$ cat config.mk
export PLATFORM = sky130hd
export DESIGN_NAME = bcd_countdown_timer_flat
export DESIGN_NICKNAME = d
export VERILOG_FILES = /design/src/rtl/bcd_countdown_timer_if.sv /design/src/rtl/bcd_countdown_timer.sv /design/src/flat_wrapper.sv
export SDC_FILE = /design/constraint.sdc
export NUM_CORES = 1
export LEC_CHECK = 0
export BUFFER_PORTS_ARGS = -buffer_cell sky130_fd_sc_hd__buf_2
export CAP_MARGIN = 10
export CORE_MARGIN = 2
export CORE_UTILIZATION = 50
export DETAILED_ROUTE_END_ITERATION = 16
export HOLD_SLACK_MARGIN = 0.06
export PLACE_DENSITY = 0.8
export SETUP_SLACK_MARGIN = 0.5
export SYNTH_ARGS = -nofsm -noshare
export SYNTH_HDL_FRONTEND = slang
export SYNTH_SLANG_ARGS = --single-unit
$ cat constraint.sdc
create_clock -name clk -period 1.75 [get_ports clk]
set_clock_uncertainty 0.1 [all_clocks]
set_input_delay 0.0875 -clock clk [delete_from_list [all_inputs] [get_ports clk]]
set_output_delay 0.0875 -clock clk [all_outputs]
set_load 0.03 [all_outputs]
$ cat src/rtl/bcd_countdown_timer_if.sv
// rtl/bcd_countdown_timer_if.sv - control and status bundle for bcd_countdown_timer
interface bcd_countdown_timer_if #(
  parameter int DIGITS = 2
);
  logic                  on;
  logic                  load;
  logic [4*DIGITS-1:0]   load_val;
  logic                  start;
  logic                  pause;
  logic [4*DIGITS-1:0]   cout;
  logic                  busy;
  logic                  zero;
  logic                  done;

  modport master (
    output on, load, load_val, start, pause,
    input  cout, busy, zero, done
  );

  modport slave (
    input  on, load, load_val, start, pause,
    output cout, busy, zero, done
  );
endinterface

$ cat src/rtl/bcd_countdown_timer.sv
// rtl/bcd_countdown_timer.sv - multi-digit BCD down-counter with load/start/pause and one-shot done
module bcd_countdown_timer #(
  parameter int DIGITS   = 2,
  parameter int TICK_DIV = 1
) (
  input  logic                   clk,
  input  logic                   rst,
  bcd_countdown_timer_if.slave   bus
);
  localparam int W  = 4 * DIGITS;
  localparam int PW = (TICK_DIV > 1) ? $clog2(TICK_DIV) : 1;
  localparam logic [PW-1:0] LAST = PW'(TICK_DIV - 1);

  typedef enum logic [1:0] {IDLE, RUN, PAUSED, DONE} state_t;

  state_t          state;
  logic [PW-1:0]   presc;
  logic [W-1:0]    cnt;
  logic [W-1:0]    dec_val;
  logic            busy_r;
  logic            done_r;

  // Out-of-range preset digits clamp to 9 so the count is always valid BCD.
  function automatic logic [W-1:0] bcd_sat(input logic [W-1:0] v);
    logic [W-1:0] r;
    r = v;
    for (int i = 0; i < DIGITS; i++) begin
      if (v[4*i +: 4] > 4'd9) r[4*i +: 4] = 4'd9;
    end
    return r;
  endfunction

  function automatic logic [W-1:0] bcd_dec(input logic [W-1:0] v);
    logic [W-1:0] r;
    logic         borrow;
    r      = v;
    borrow = 1'b1;
    for (int i = 0; i < DIGITS; i++) begin
      if (borrow) begin
        if (v[4*i +: 4] == 4'd0) begin
          r[4*i +: 4] = 4'd9;
        end else begin
          r[4*i +: 4] = v[4*i +: 4] - 4'd1;
          borrow      = 1'b0;
        end
      end
    end
    return r;
  endfunction

  assign dec_val = bcd_dec(cnt);

  always_ff @(posedge clk or negedge rst) begin
    if (!rst) begin
      state  <= IDLE;
      presc  <= '0;
      cnt    <= '0;
      busy_r <= 1'b0;
      done_r <= 1'b0;
    end else if (bus.load) begin
      cnt    <= bcd_sat(bus.load_val);
      presc  <= '0;
      state  <= IDLE;
      busy_r <= 1'b0;
      done_r <= 1'b0;
    end else begin
      case (state)
        IDLE: begin
          if (bus.start) begin
            presc <= '0;
            if (cnt != '0) begin
              state  <= RUN;
              busy_r <= 1'b1;
            end else begin
              state  <= DONE;
              done_r <= 1'b1;
            end
          end
        end
        RUN: begin
          if (bus.pause) begin
            state <= PAUSED;
          end else if (bus.on) begin
            if (presc == LAST) begin
              presc <= '0;
              cnt   <= dec_val;
              // Terminal decrement: done and zero rise together on this edge.
              if (dec_val == '0) begin
                state  <= DONE;
                busy_r <= 1'b0;
                done_r <= 1'b1;
              end
            end else begin
              presc <= presc + PW'(1);
            end
          end
        end
        PAUSED: begin
          if (!bus.pause && bus.start) state <= RUN;
        end
        DONE: begin
          state  <= IDLE;
          done_r <= 1'b0;
        end
        default: begin
          state  <= IDLE;
          busy_r <= 1'b0;
          done_r <= 1'b0;
        end
      endcase
    end
  end

  assign bus.cout = cnt;
  assign bus.busy = busy_r;
  assign bus.done = done_r;
  assign bus.zero = (cnt == '0);
endmodule
$ cat src/flat_wrapper.sv
// flat-port wrapper written by rule: the top's interface ports become plain ports
module bcd_countdown_timer_flat 
#(
  parameter int DIGITS   = 2,
  parameter int TICK_DIV = 1
)
  (clk, rst, bus_on, bus_load, bus_load_val, bus_start, bus_pause, bus_cout, bus_busy, bus_zero, bus_done);
  bcd_countdown_timer_if #(.DIGITS(DIGITS)) bus_i ();
  input  logic clk;
  input  logic rst;
  input wire logic [$bits(bus_i.on)-1:0] bus_on;
  input wire logic [$bits(bus_i.load)-1:0] bus_load;
  input wire logic [$bits(bus_i.load_val)-1:0] bus_load_val;
  input wire logic [$bits(bus_i.start)-1:0] bus_start;
  input wire logic [$bits(bus_i.pause)-1:0] bus_pause;
  output wire logic [$bits(bus_i.cout)-1:0] bus_cout;
  output wire logic [$bits(bus_i.busy)-1:0] bus_busy;
  output wire logic [$bits(bus_i.zero)-1:0] bus_zero;
  output wire logic [$bits(bus_i.done)-1:0] bus_done;
  assign bus_i.on = bus_on;
  assign bus_i.load = bus_load;
  assign bus_i.load_val = bus_load_val;
  assign bus_i.start = bus_start;
  assign bus_i.pause = bus_pause;
  assign bus_cout = bus_i.cout;
  assign bus_busy = bus_i.busy;
  assign bus_zero = bus_i.zero;
  assign bus_done = bus_i.done;
  bcd_countdown_timer #(.DIGITS(DIGITS), .TICK_DIV(TICK_DIV)) u_core (.clk(clk), .rst(rst), .bus(bus_i));
endmodule
==> results of run 1 <==
layout by cell type (no fill, tap or decap), types with 2 or more instances in the layout:
master and count:
buf_4 15, o21a_1 2, nand3b_1 2, buf_6 13, nor3_4 2, nor4_4 2, inv_1 6, nand3_1 5
or3_4 2, nand4_1 4, o21ai_2 2, a21oi_1 3, dlygate4sd3_1 10, a32oi_1 2, dfrtp_2 9, buf_2 18
nor2_1 7, a31oi_1 4, a22oi_1 2, dfrtp_1 3, nor3_1 2, nand2b_1 2, clkbuf_4 3, o21ai_0 4
nor3b_1 2, nand2_1 2, nor2b_1 4
registers in the layout, indices dropped and copies added, names as in the netlist:
register / cells
u_core.bus.cout: 8
u_core.bus.done: 1
u_core.state: 2
u_core.bus.busy: 1
worst min path at each step:
stage,from,to,slack [ns]
finish,rst,u_core.bus.done,0.09
global route,rst,u_core.bus.done,0.12
CTS,bus_pause,u_core.state[0],0.07
detailed placement,rst,u_core.state[0],-0.12
global placement,rst,u_core.state[0],-0.13
floorplan,rst,u_core.bus.busy,-0.31
cell type report:
type,count,area [um2],share of cell area
clock buffer,4,36.3,0.0246
inverter,7,26.3,0.0178
multi-input combinational,77,629,0.427
sequential,12,312,0.211
tap,17,21.3,0.0144
timing repair buffer,56,449,0.305
worst max-delay path: cells and delay by family (launching register included):
kind | cells | cell delay [ns]
AND/OR/NAND/NOR | 3 | 0.59
buffers and inverters | 1 | 0.14
flip-flops | 1 | 0.46
metrics by stage:
step | instances | power, W
floorplan | 102 | 0.000534
global placement | 139 | 0.000600
detailed placement | 139 | 0.000608
CTS | 171 | 0.000947
global route | 173 | 0.00106
finish | 173 | 0.00102
metal layers:
layer | GRT usage | up-vias
li1 | - | 497
met1 | 0.380 | 509
met2 | 0.549 | 74
met3 | 0.0476 | 15
met4 | 0.120 | 0
met5 | 0 | -
logic make-up after synthesis:
group,Yosys count,synth area share
AND/OR/NAND/NOR,48,0.336
XOR/XNOR,1,0.0100
flip-flops,12,0.343
buffers and inverters,13,0.0901
AO/OA/AOI/OAI,28,0.220
report_power, final:
| group | internal, W | switching [W] | leakage [nW] |
|---|---|---|---|
| sequential | 0.000310 | 0.0000501 | 0.136 |
| combinational | 0.000201 | 0.000219 | 0.456 |
| clock | 0.000127 | 0.000111 | 0.0210 |
what timing repair did:
item	in CTS	in global routing
setup endpoints to repair	13	18
endpoints found under the hold margin	20	0
pin swaps	13	8
gates resized for setup	29	22
hold buffers	10	0
buffers inserted	18	2
==> results.yml, run 1 <==
grt:
  grt_use_total: 0.313
  overflow: 0
  grt_first_pass_wirelength_mm: 4.57
  first_global_vias: 998
  grt_max_degree: 15
  antenna_found_initial: 0
drt:
  wl_met2_mm: 1.65
  wl_met1_mm: 1.20
  dr_wl_met3_um: 239
  dr_total_vias: 1095
  drt_wl_total_mm: 3.20
  drt-initial-drc-count: 54
  ant_nets: 0
  highest_layer: "met4"
  viasPerCell: 6.33
  avgRoutedWirePerCell_um: 18.5
  drc: 0
  first_pass_iters: 4
placement:
  dpl.hpwl_mm: 1.55
  gp_congestion: 0.871
  numPortBuffers: 24
  dpl_worst_slack_ns: 0.0532
  dpl-instance-area_um2: 1010
clocking:
  clockRootBuffer: "clkbuf_4"
  htreeDepth: 1
  clock_sinks: 12
  clk_latency_ns: 0.29
  cts_inserted_buffers: 3
  cts_buffer_depth: 2
  path_clk_slew_ns: 0.09
  cts_tree: "done"
die:
  die_h_um: 45.8
  io_pins: 25
  start_util: 0.518
  fp.dieW_um: 45.8
  die_area_um2: 2100
  core_area_um2: 1690
  num_rows: 15
worst_setup_path:
  rrSetupSlack_ns: 0.09
  cp_max_fo: 2
  max_stage_delay_ns: 0.46
  worst_ep_required_time_ns: 1.56
  critPathArrivalTime_ns: 1.47
  startpoint_type: "flop"
  crit_chain: "nor4_4 > nand2_2 > nor2_2 > buf_6"
  crit_end: "bus_zero"
  slowest_stage: "dfrtp_2"
  rr_worst_depth: 5
  reg2reg_to: "u_core.bus.busy"
  critPathKind: "reg2out"
  rr_startpoint: "u_core.bus.cout[6]"
  critPathCaptureType: "output pin"
  crit_start: "u_core.bus.cout[6]"
timing:
  max_slew_margin: 0.792
  tns_ns: 0
  finalCritPeriodShare: 0.950
  slew_violations: 0
  tightest_slew_ns: 0.308
  final-setup-viol-count: 0
  finalWorstSetupSlack_ns: 0.0877
  whs_ns: 0.0894
  fin_crit_ns: 1.66
  fmax_ghz: 0.602
  rsz0062_at_grt: "true"
  finalHoldViolations: 0
status:
  status: "completed"
final_layout:
  fillCellCount: 80
  stdcell_area_um2: 1470
  num_antenna_cells: 0
  finalNetCount: 171
  post-route-util: 0.873
  drive_gt1_frac: 0.513
  area_growth_pct: 68.5
yosys:
  netlist.area_leader.share: 0.343
  synth_area_leader_cell: "dfrtp_1"
  syn_area_um2: 875
  synth_edf_count: 0
  avgSynthCellArea_um2: 8.57
  synthTopCellsByCount: "12 x dfrtp_1, 8 x nor2_1, 7 x o21ai_0"
  synth_ff_type: "dfrtp_1"
  synthTopCellsByArea: "dfrtp_1 34%, o21ai_0 4.0%, nor2_1 3.4%, clkbuf_8 3.1%, a31oi_1 2.9%"
  ys_types: 41
  ys_seq_area_frac: 0.343
  yosysMostFrequentCell: "dfrtp_1"
  async_reset_ff_frac: 1.00
  synth-seq-cells: 12
  synthCells: 102
  ys_warn_count: 0
  syn-num-nets: 116
power:
  p_per_area_nw_per_um2: 691
  ir_drop_v: 0.000603
  leakage_nw: 0.613
hold_path:
  hold_class: "in2async"
flow_run:
  maxCapViolCount: 0
No activity file was read; power rests on OpenSTA's default activity.
==> run 2: changes to the inputs <==
--- a/config.mk
+++ b/config.mk
@@ -11,7 +11,7 @@
 export CORE_UTILIZATION = 50
 export DETAILED_ROUTE_END_ITERATION = 16
 export HOLD_SLACK_MARGIN = 0.06
-export PLACE_DENSITY = 0.8
+export PLACE_DENSITY = 0.77
 export SETUP_SLACK_MARGIN = 0.5
 export SYNTH_ARGS = -nofsm -noshare
 export SYNTH_HDL_FRONTEND = slang
==> run 2 against run 1 <==
Sequential share of layout area grew 0.15 points. Setup slack better by 0.057 ns. Die area unchanged. Combinational power down 1%. Global-route usage decreased by 1.2 points. Largest power group unchanged. Highest routed layer unchanged.
==> results.yml, run 2 (same netlist as run 1, synthesis figures left out) <==
drt:
  drt_wl_total_mm: 3.45
  drt-initial-drc-count: 86
  avgRoutedWirePerCell_um: 20.1
  viasPerCell: 6.69
  drc: 0
  ant_nets: 0
  dr_total_vias: 1150
  first_pass_iters: 4
clocking:
  htreeDepth: 1
  clockRootBuffer: "clkbuf_4"
  path_clk_slew_ns: 0.08
  cts_tree: "done"
  cts_buffer_depth: 2
  clock_sinks: 12
  cts_inserted_buffers: 3
  clk_latency_ns: 0.28
final_layout:
  layout_common_cells: "18 x buf_2, 17 x buf_4, 11 x buf_6, 9 x dlygate4sd3_1, 8 x dfrtp_2"
  drive_gt1_frac: 0.510
  layout_commonest_cell: "buf_2"
  largest_reg_flops: 8
  finalNetCount: 170
  num_antenna_cells: 0
  fillCellCount: 77
  area_growth_pct: 66.7
  stdcell_count: 172
worst_setup_path:
  critPathCaptureType: "output pin"
  reg2reg_to: "u_core.bus.busy"
  startpoint_type: "flop"
  rr_worst_depth: 5
  rrSetupSlack_ns: 0.16
  rr_startpoint: "u_core.bus.cout[6]"
  critPathArrivalTime_ns: 1.42
  cp_max_fo: 2
  worst_ep_required_time_ns: 1.56
  critPathKind: "reg2out"
placement:
  dpl.hpwl_mm: 1.56
  gp_congestion: 0.874
  dp.cells: 138
  numPortBuffers: 24
power:
  leakage_nw: 0.604
  ir_drop_v: 0.000490
  p_per_area_nw_per_um2: 664
grt:
  grt_max_degree: 20
  first_global_vias: 944
  antenna_found_initial: 0
  grt_first_pass_wirelength_mm: 4.47
  overflow: 0
  grt_use_total: 0.301
hold_path:
  hp-start: "bus_load_val[5]"
  hold_class: "in2reg"
  hold_path_depth: 4
  holdPathEnd: "u_core.bus.cout[5]"
die:
  die_area_um2: 2100
  start_util: 0.518
  core_area_um2: 1690
  num_rows: 15
  fp.dieW_um: 45.8
  die_h_um: 45.8
  io_pins: 25
flow_run:
  maxCapViolCount: 0
timing:
  max_slew_margin: 0.752
  tightest_slew_ns: 0.372
  finalCritPeriodShare: 0.917
  fmax_ghz: 0.623
  finalHoldViolations: 0
  fin_crit_ns: 1.61
  final-setup-viol-count: 0
  slew_violations: 0
  rsz0062_at_grt: "true"
  tns_ns: 0
status:
  status: "completed"
## run 2: worst max path at each step
stage | start | to | slack (ns) | cells after the start
finish | u_core.bus.cout[6] | bus_zero | 0.14 | 4
detailed placement | u_core.state[1] | u_core.bus.cout[1] | 0.08 | 3
floorplan | u_core.bus.cout[2] | u_core.bus.cout[3] | 0.23 | 3
CTS | u_core.bus.cout[2] | bus_zero | 0.21 | 4
global placement | u_core.state[1] | u_core.bus.cout[1] | 0.15 | 3
global route | u_core.bus.cout[1] | bus_zero | 0.09 | 4
## run 2: final cells by class
cell class	instances	area, um2	share of cell area
multi-input cells	77	642	0.440
inverters	7	26.3	0.0180
repair buffers	55	432	0.296
clock buffers	4	26.3	0.0180
flip-flops and latches	12	310	0.213
well taps	17	21.3	0.0146
## run 2: layer usage
metal	GRT usage	vias to the layer above	routed length (um)	share of wire
li1	-	497	-	-
met1	0.385	553	1310	0.38
met2	0.527	84	1770	0.51
met3	0.0357	16	239	0.069
met4	0.0857	0	133	0.039
met5	0	-	0	0
## run 2: repair_timing
action	CTS	global route
buffers inserted	17	4
hold endpoints to repair	20	0
gates resized for setup	26	21
hold buffers	9	0
setup endpoints to repair	13	18
pin swaps	10	7
## run 2: metrics by stage
| step | cell area, um2 | setup slack, ns | hold WS (ns) | total power [W] | utilization |
|---|---|---|---|---|---|
| 2_1_floorplan | 917 | 0.233 | -0.308 | 0.000534 | - |
| 3_3_place_gp | 1010 | 0.152 | -0.119 | 0.000603 | 0.596 |
| 3_5_place_dp | 1010 | 0.0834 | -0.113 | 0.000608 | 0.596 |
| 4_1_cts | 1360 | 0.208 | 0.0664 | 0.000899 | 0.807 |
| 5_1_grt | 1460 | 0.0941 | 0.0972 | 0.00100 | 0.863 |
| 6_report | 1460 | 0.145 | 0.0809 | 0.000968 | 0.863 |
## run 2: worst max-delay path, cell delays in order, from the launching register on
cell     delay, ns
dfrtp_2       0.44
nor4_4        0.36
nand2_2       0.11
nor2_2        0.10
buf_6         0.13
## run 2: power breakdown
part           internal, W  switching [W]  leakage, nW
registers         0.000310      0.0000510        0.137
logic             0.000189       0.000225        0.452
clock network    0.0000883       0.000105       0.0150
total             0.000587       0.000381        0.604
